File: src/rtl/bus_pkg.sv
// Shared widths and master-ID encoding for the core-local req/ack/resp bus.
package bus_pkg;
    localparam int BUS_AW  = 32;
    localparam int BUS_DW  = 32;
    localparam int BUS_BEW = 4;

    typedef logic [0:0] id_t;

    localparam id_t ID_M0 = 1'b0;
    localparam id_t ID_M1 = 1'b1;
endpackage

File: src/rtl/bus_id_fifo.sv
// In-order FIFO of master IDs for outstanding reads.
// The head is visible combinationally so responses can be routed with zero added latency.
module bus_id_fifo #(
    parameter int WIDTH = 1,
    parameter int DEPTH = 4
) (
    input  logic             clk_i,
    input  logic             rst_i,
    input  logic             push_i,
    input  logic [WIDTH-1:0] din_i,
    input  logic             pop_i,
    output logic [WIDTH-1:0] dout_o,
    output logic             full_o,
    output logic             empty_o
);
    localparam int AW = $clog2(DEPTH);

    logic [WIDTH-1:0] mem_q [DEPTH];
    logic [AW-1:0]    wr_ptr_q, rd_ptr_q;
    logic [AW:0]      count_q, count_d;
    logic             do_push, do_pop;

    assign full_o  = (count_q == (AW+1)'(DEPTH));
    assign empty_o = (count_q == '0);
    assign do_push = push_i & ~full_o;
    assign do_pop  = pop_i & ~empty_o;
    assign dout_o  = mem_q[rd_ptr_q];

    always_comb begin
        count_d = count_q;
        if (do_push && !do_pop)
            count_d = count_q + 1'b1;
        else if (!do_push && do_pop)
            count_d = count_q - 1'b1;
    end

    // Pointers wrap naturally because DEPTH is a power of two.
    always_ff @(posedge clk_i or negedge rst_i) begin
        if (!rst_i) begin
            wr_ptr_q <= '0;
            rd_ptr_q <= '0;
            count_q  <= '0;
        end else begin
            if (do_push)
                wr_ptr_q <= wr_ptr_q + 1'b1;
            if (do_pop)
                rd_ptr_q <= rd_ptr_q + 1'b1;
            count_q <= count_d;
        end
    end

    always_ff @(posedge clk_i) begin
        if (do_push)
            mem_q[wr_ptr_q] <= din_i;
    end
endmodule

File: src/rtl/bus_arb2.sv
// Two-master, one-slave round-robin arbiter with in-order read-response routing.
module bus_arb2 import bus_pkg::*; #(
    parameter int RD_DEPTH = 4
) (
    input  logic               clk_i,
    input  logic               rst_i,
    input  logic               m0_req,
    input  logic               m0_we,
    input  logic [BUS_AW-1:0]  m0_addr,
    input  logic [BUS_BEW-1:0] m0_be,
    input  logic [BUS_DW-1:0]  m0_wdata,
    input  logic               m1_req,
    input  logic               m1_we,
    input  logic [BUS_AW-1:0]  m1_addr,
    input  logic [BUS_BEW-1:0] m1_be,
    input  logic [BUS_DW-1:0]  m1_wdata,
    output logic               m0_ack,
    output logic               m0_resp,
    output logic [BUS_DW-1:0]  m0_rdata,
    output logic               m1_ack,
    output logic               m1_resp,
    output logic [BUS_DW-1:0]  m1_rdata,
    output logic               s_req,
    output logic               s_we,
    output logic [BUS_AW-1:0]  s_addr,
    output logic [BUS_BEW-1:0] s_be,
    output logic [BUS_DW-1:0]  s_wdata,
    input  logic               s_ack,
    input  logic               s_resp,
    input  logic [BUS_DW-1:0]  s_rdata,
    output logic               err_o
);
    id_t                last_q, last_d, grant_id, head_id;
    logic               grant_valid, g_we, blk, hs;
    logic               fifo_full, fifo_empty, resp_ok;
    logic               err_q, err_d;
    logic [BUS_AW-1:0]  g_addr;
    logic [BUS_BEW-1:0] g_be;
    logic [BUS_DW-1:0]  g_wdata;

    // Reset gates the grant so no request or ack escapes while rst_i is low.
    always_comb begin
        grant_valid = rst_i & (m0_req | m1_req);
        if (m0_req && m1_req)
            grant_id = ~last_q;
        else if (m1_req)
            grant_id = ID_M1;
        else
            grant_id = ID_M0;
    end

    assign g_we    = (grant_id == ID_M1) ? m1_we    : m0_we;
    assign g_addr  = (grant_id == ID_M1) ? m1_addr  : m0_addr;
    assign g_be    = (grant_id == ID_M1) ? m1_be    : m0_be;
    assign g_wdata = (grant_id == ID_M1) ? m1_wdata : m0_wdata;

    // A full ID FIFO holds reads back even if a response pops it this cycle.
    assign blk     = grant_valid & ~g_we & fifo_full;
    assign s_req   = grant_valid & ~blk;
    assign s_we    = grant_valid & g_we;
    assign s_addr  = grant_valid ? g_addr  : '0;
    assign s_be    = grant_valid ? g_be    : '0;
    assign s_wdata = grant_valid ? g_wdata : '0;

    assign hs     = s_req & s_ack;
    assign m0_ack = hs & (grant_id == ID_M0);
    assign m1_ack = hs & (grant_id == ID_M1);

    assign resp_ok  = rst_i & s_resp & ~fifo_empty;
    assign m0_resp  = resp_ok & (head_id == ID_M0);
    assign m1_resp  = resp_ok & (head_id == ID_M1);
    assign m0_rdata = m0_resp ? s_rdata : '0;
    assign m1_rdata = m1_resp ? s_rdata : '0;

    assign last_d = hs ? grant_id : last_q;
    assign err_d  = err_q | (s_resp & fifo_empty);
    assign err_o  = err_q;

    always_ff @(posedge clk_i or negedge rst_i) begin
        if (!rst_i) begin
            last_q <= ID_M0;
            err_q  <= 1'b0;
        end else begin
            last_q <= last_d;
            err_q  <= err_d;
        end
    end

    bus_id_fifo #(
        .WIDTH ($bits(id_t)),
        .DEPTH (RD_DEPTH)
    ) u_id_fifo (
        .clk_i   (clk_i),
        .rst_i   (rst_i),
        .push_i  (hs & ~g_we),
        .din_i   (grant_id),
        .pop_i   (resp_ok),
        .dout_o  (head_id),
        .full_o  (fifo_full),
        .empty_o (fifo_empty)
    );
endmodule

File: config.mk
export PLATFORM = sky130hd
export DESIGN_NAME = bus_arb2
export DESIGN_NICKNAME = d
export VERILOG_FILES = /design/src/rtl/bus_pkg.sv /design/src/rtl/bus_id_fifo.sv /design/src/rtl/bus_arb2.sv
export SDC_FILE = /design/constraint.sdc
export NUM_CORES = 1
export LEC_CHECK = 0
export CAP_MARGIN = 5
export CELL_PAD_IN_SITES_DETAIL_PLACEMENT = 0
export CELL_PAD_IN_SITES_GLOBAL_PLACEMENT = 1
export CORE_AREA = 2 2 120 145
export CTS_CLUSTER_DIAMETER = 120
export DETAILED_ROUTE_END_ITERATION = 16
export DIE_AREA = 0 0 122 147
export PLACE_DENSITY = 0.81
export SYNTH_ARGS = -nofsm -noshare
export SYNTH_HDL_FRONTEND = slang
export SYNTH_SLANG_ARGS = --single-unit
File: constraint.sdc
create_clock -name clk_i -period 2.8 [get_ports clk_i]
set_input_delay 0.56 -clock clk_i [delete_from_list [all_inputs] [get_ports clk_i]]
set_output_delay 0.56 -clock clk_i [all_outputs]
set_load 0.02 [all_outputs]
==> results.py <==
metrics = {
    "sta": {
        "relSlewSlack_pct": 71.6,
        "maxSlewViolCount": 0,
        "fmax_mhz": 361,
        "fin_crit_sh_pct": 98.8,
        "setup_viol_count_final": 0,
        "clock_skew_ps": 0.795,
        "setup_tns_ps": 0,
        "tightest_slew_ps": 425,
        "fin_hold_ws_ps": 486,
        "hold_viol": 0,
        "rsz0062_at_grt": "true",
        "min_period_ps": 2770,
    },
    "setup_path": {
        "start_kind": "input port",
        "cp-end-kind": "output pin",
        "crit_slowest_cell": "clkdlybuf4s50_1",
        "crit_path_max_incr_delay_ps": 480,
        "critical_path_class": "input port to output pin",
        "critPathTopFamily": "buffers and inverters",
        "crit_required_ps": 2240,
        "critPathBufInv": 4,
        "crit_chain": "clkdlybuf4s50_1, a21bo_4, inv_4, buf_4, nand2_1, a21oi_1, dlygate4sd2_1",
        "crit_arrival_ps": 2210,
        "crit_fanout": 11,
    },
    "synthesis": {
        "synth_seq_cells": 13,
        "synth_top_area_share_pct": 30.7,
        "yosysWarnings": 0,
        "ys_seq_area_share_pct": 16.4,
        "synth_cell_types": 32,
        "syn_area_per_cell_um2": 5.29,
        "synth-compound-area-share_pct": 20.5,
        "synthSimpleGateAreaFrac_pct": 45.9,
        "synthAdderAreaFrac_pct": 3.92,
        "syn_inst": 398,
        "syn_nets": 580,
        "netlist.top_cell.by_area": "nand2_1",
        "post-synth-top-count-cell": "nand2_1",
        "synth.cell_area_um2": 2100,
        "ys.flop_type": "dfrtp_1",
        "synth_top_family_by_area": "simple AND/OR/NAND/NOR gates",
        "synthArstFlopShare_pct": 69.2,
        "synthTopCellsByArea": "nand2_1 31%, a21oi_1 16%, nor2_1 12%",
        "synth_commonest_cells": "172 x nand2_1, 69 x a21oi_1, 69 x nor2_1",
        "synth_edf_count": 4,
        "synthXorXnorAreaFrac_pct": 2.50,
        "synth.area.mux_share_pct": 2.62,
    },
    "detailed_routing": {
        "drc": 0,
        "antenna_left": 0,
        "firstDrtPassIters": 4,
        "drtIter0Drc": 54,
        "wl_mm": 14.2,
        "vias": 3849,
        "vias_per_cell": 4.07,
        "routedWlPerCell_um": 15.0,
    },
    "final_layout": {
        "antenna_cells": 0,
        "nets": 912,
        "area_delta_synth_final_pct": 183,
        "drive_gt1_share_pct": 15.6,
    },
    "die": {
        "rows": 52,
        "core_um2": 16600,
        "die_area_um2": 17900,
        "io_pins": 315,
        "start_util_pct": 12.7,
        "die_h_um": 147,
        "die_w_um": 122,
    },
    "cts": {
        "numClockSinks": 13,
        "clk_pin_slew_ps": 40,
        "cts_root_buf": "clkbuf_16",
        "cts_tree": "done",
        "postCtsHoldBufs": 0,
        "numCtsBuffers": 3,
        "htree_levels": 1,
        "clock_latency_ps": 240,
        "clockBufferDepth": 2,
    },
    "grt": {
        "track_usage_pct": 14.6,
        "use_met1_pct": 15.4,
        "antenna_found_initial": 0,
        "met3_usage_pct": 4.31,
        "grt_pass1_vias": 3825,
        "grtUsageMet2_pct": 28.8,
        "grt_pass1_wl_mm": 20.4,
        "gr-total-overflow": 0,
        "grt_start_max_net_pins": 34,
        "grt-busiest-layer": "met2",
    },
    "placement": {
        "port_buffers": 314,
        "dp_hpwl_mm": 11.4,
        "place.gp.congestion": 0.819,
    },
    "min_path": {
        "hp-class": "register to register",
    },
    "flow_run": {
        "cap_violations": 0,
    },
    "power": {
        "cellLeakagePower_uw": 0.00320,
        "ir_drop_mv": 0.216,
        "power-per-cell-area_nw_per_um2": 387,
    },
    "outcome": {
        "status": "complete, no violations",
    },
}
-- cell usage in the layout (no fill, tap or decap), types with 2 or more instances in the layout --
master,instances
clkbuf_2,19
edfxtp_1,4
buf_12,14
clkdlybuf4s15_2,14
buf_4,33
mux2_2,3
nand2_1,172
and2_1,4
buf_16,2
clkdlybuf4s15_1,4
dlygate4sd2_1,54
nor2_1,69
dlymetal6s2s_1,28
buf_2,10
buf_6,4
xor2_1,2
a21oi_2,3
a21oi_1,66
clkdlybuf4s50_1,176
ha_1,5
inv_1,6
clkbuf_16,4
dfrtp_1,9
xnor2_1,4
-- logic make-up (layout without fill, tap and decap cells) --
kind of cell / count (synthesis) / count (layout)
buffers and inverters: 40 / 371
muxes: 5 / 5
DFF: 13 / 13
AOI/OAI and AO/OA: 78 / 78
adders and majority gates: 6 / 6
xor gates and xnor gates: 6 / 6
and+or+nand+nor: 250 / 250
-- sequential cells by signal, summed over array words and instances, names as in the netlist --
register            flops
err_o                   1
u_id_fifo.rd_ptr_q      2
u_id_fifo.wr_ptr_q      2
last_q                  1
u_id_fifo.count_q       3
u_id_fifo.mem_q         4
-- timing repair --
| item | CTS | global route |
|---|---|---|
| setup endpoints to repair | 108 | 91 |
| cloned | 2 | 1 |
| pin swaps | 0 | 5 |
| resized for setup | 157 | 87 |
| buffers inserted | 1 | 2 |
-- worst paths after layout --
| check | startpoint | to | cells after the start | slack, ps |
|---|---|---|---|---|
| worst max-delay path | m1_req | s_wdata[12] | 7 | 30 |
| worst min-delay path | u_id_fifo.count_q[2]$_DFFE_PN0P_ | u_id_fifo.count_q[2]$_DFFE_PN0P_ | 1 | 490 |
| worst max register to register | u_id_fifo.count_q[0]$_DFFE_PN0P_ | u_id_fifo.count_q[2]$_DFFE_PN0P_ | 11 | 290 |
| worst min register to register | u_id_fifo.count_q[2]$_DFFE_PN0P_ | u_id_fifo.count_q[2]$_DFFE_PN0P_ | 1 | 490 |
| max in group asynchronous | rst_i | u_id_fifo.wr_ptr_q[1]$_DFFE_PN0P_ | 3 | 1850 |
| min in group asynchronous | rst_i | err_o$_DFF_PN0_ | 2 | 650 |
-- worst reg2reg max path: stages, from the launching register on --
cell	delay [ps]
dfrtp_1	440
or3_1	400
and3_1	220
buf_12	170
inv_1	100
buf_4	130
ha_1	160
inv_1	60
fa_2	340
xor2_1	140
nor2_1	120
xor2_1	150
-- where the power goes --
part	leakage (µW)	switching [µW]	internal (µW)
logic	0.00302	892	806
clock network	0.0000382	77.3	192
registers	0.000140	77.0	261
total	0.00320	1050	1260
-- through the flow --
stage | cell area [µm²] | setup slack, ps | instances | utilization, % | total power, µW
6_report | 5950 | 33.2 | 945 | 35.9 | 2300
3_5_place_dp | 5810 | -305 | 935 | 35.0 | 2090
2_1_floorplan | 2100 | 405 | 398 | - | 1150
5_1_grt | 5950 | -55.5 | 945 | 35.9 | 2470
4_1_cts | 5890 | -220 | 942 | 35.5 | 2310
3_3_place_gp | 5810 | -277 | 935 | 35.0 | 2080
-- layout make-up --
class / count / area, µm²
fillers: 1794 / 10600
repair buffers: 360 / 3600
multi-input cells: 345 / 1630
flip-flops and latches: 13 / 345
well taps: 216 / 270
clock buffers: 4 / 78.8
inverters: 7 / 28.8
-- per-layer routing --
layer  vias to the layer above  part of all wire (%)
met4                         0                   1.1
met1                      1685                    37
met3                        10                    11
met5                         -                     0
met2                       234                    51
li1                       1920                     -
Power figures use the tool's default switching activity.
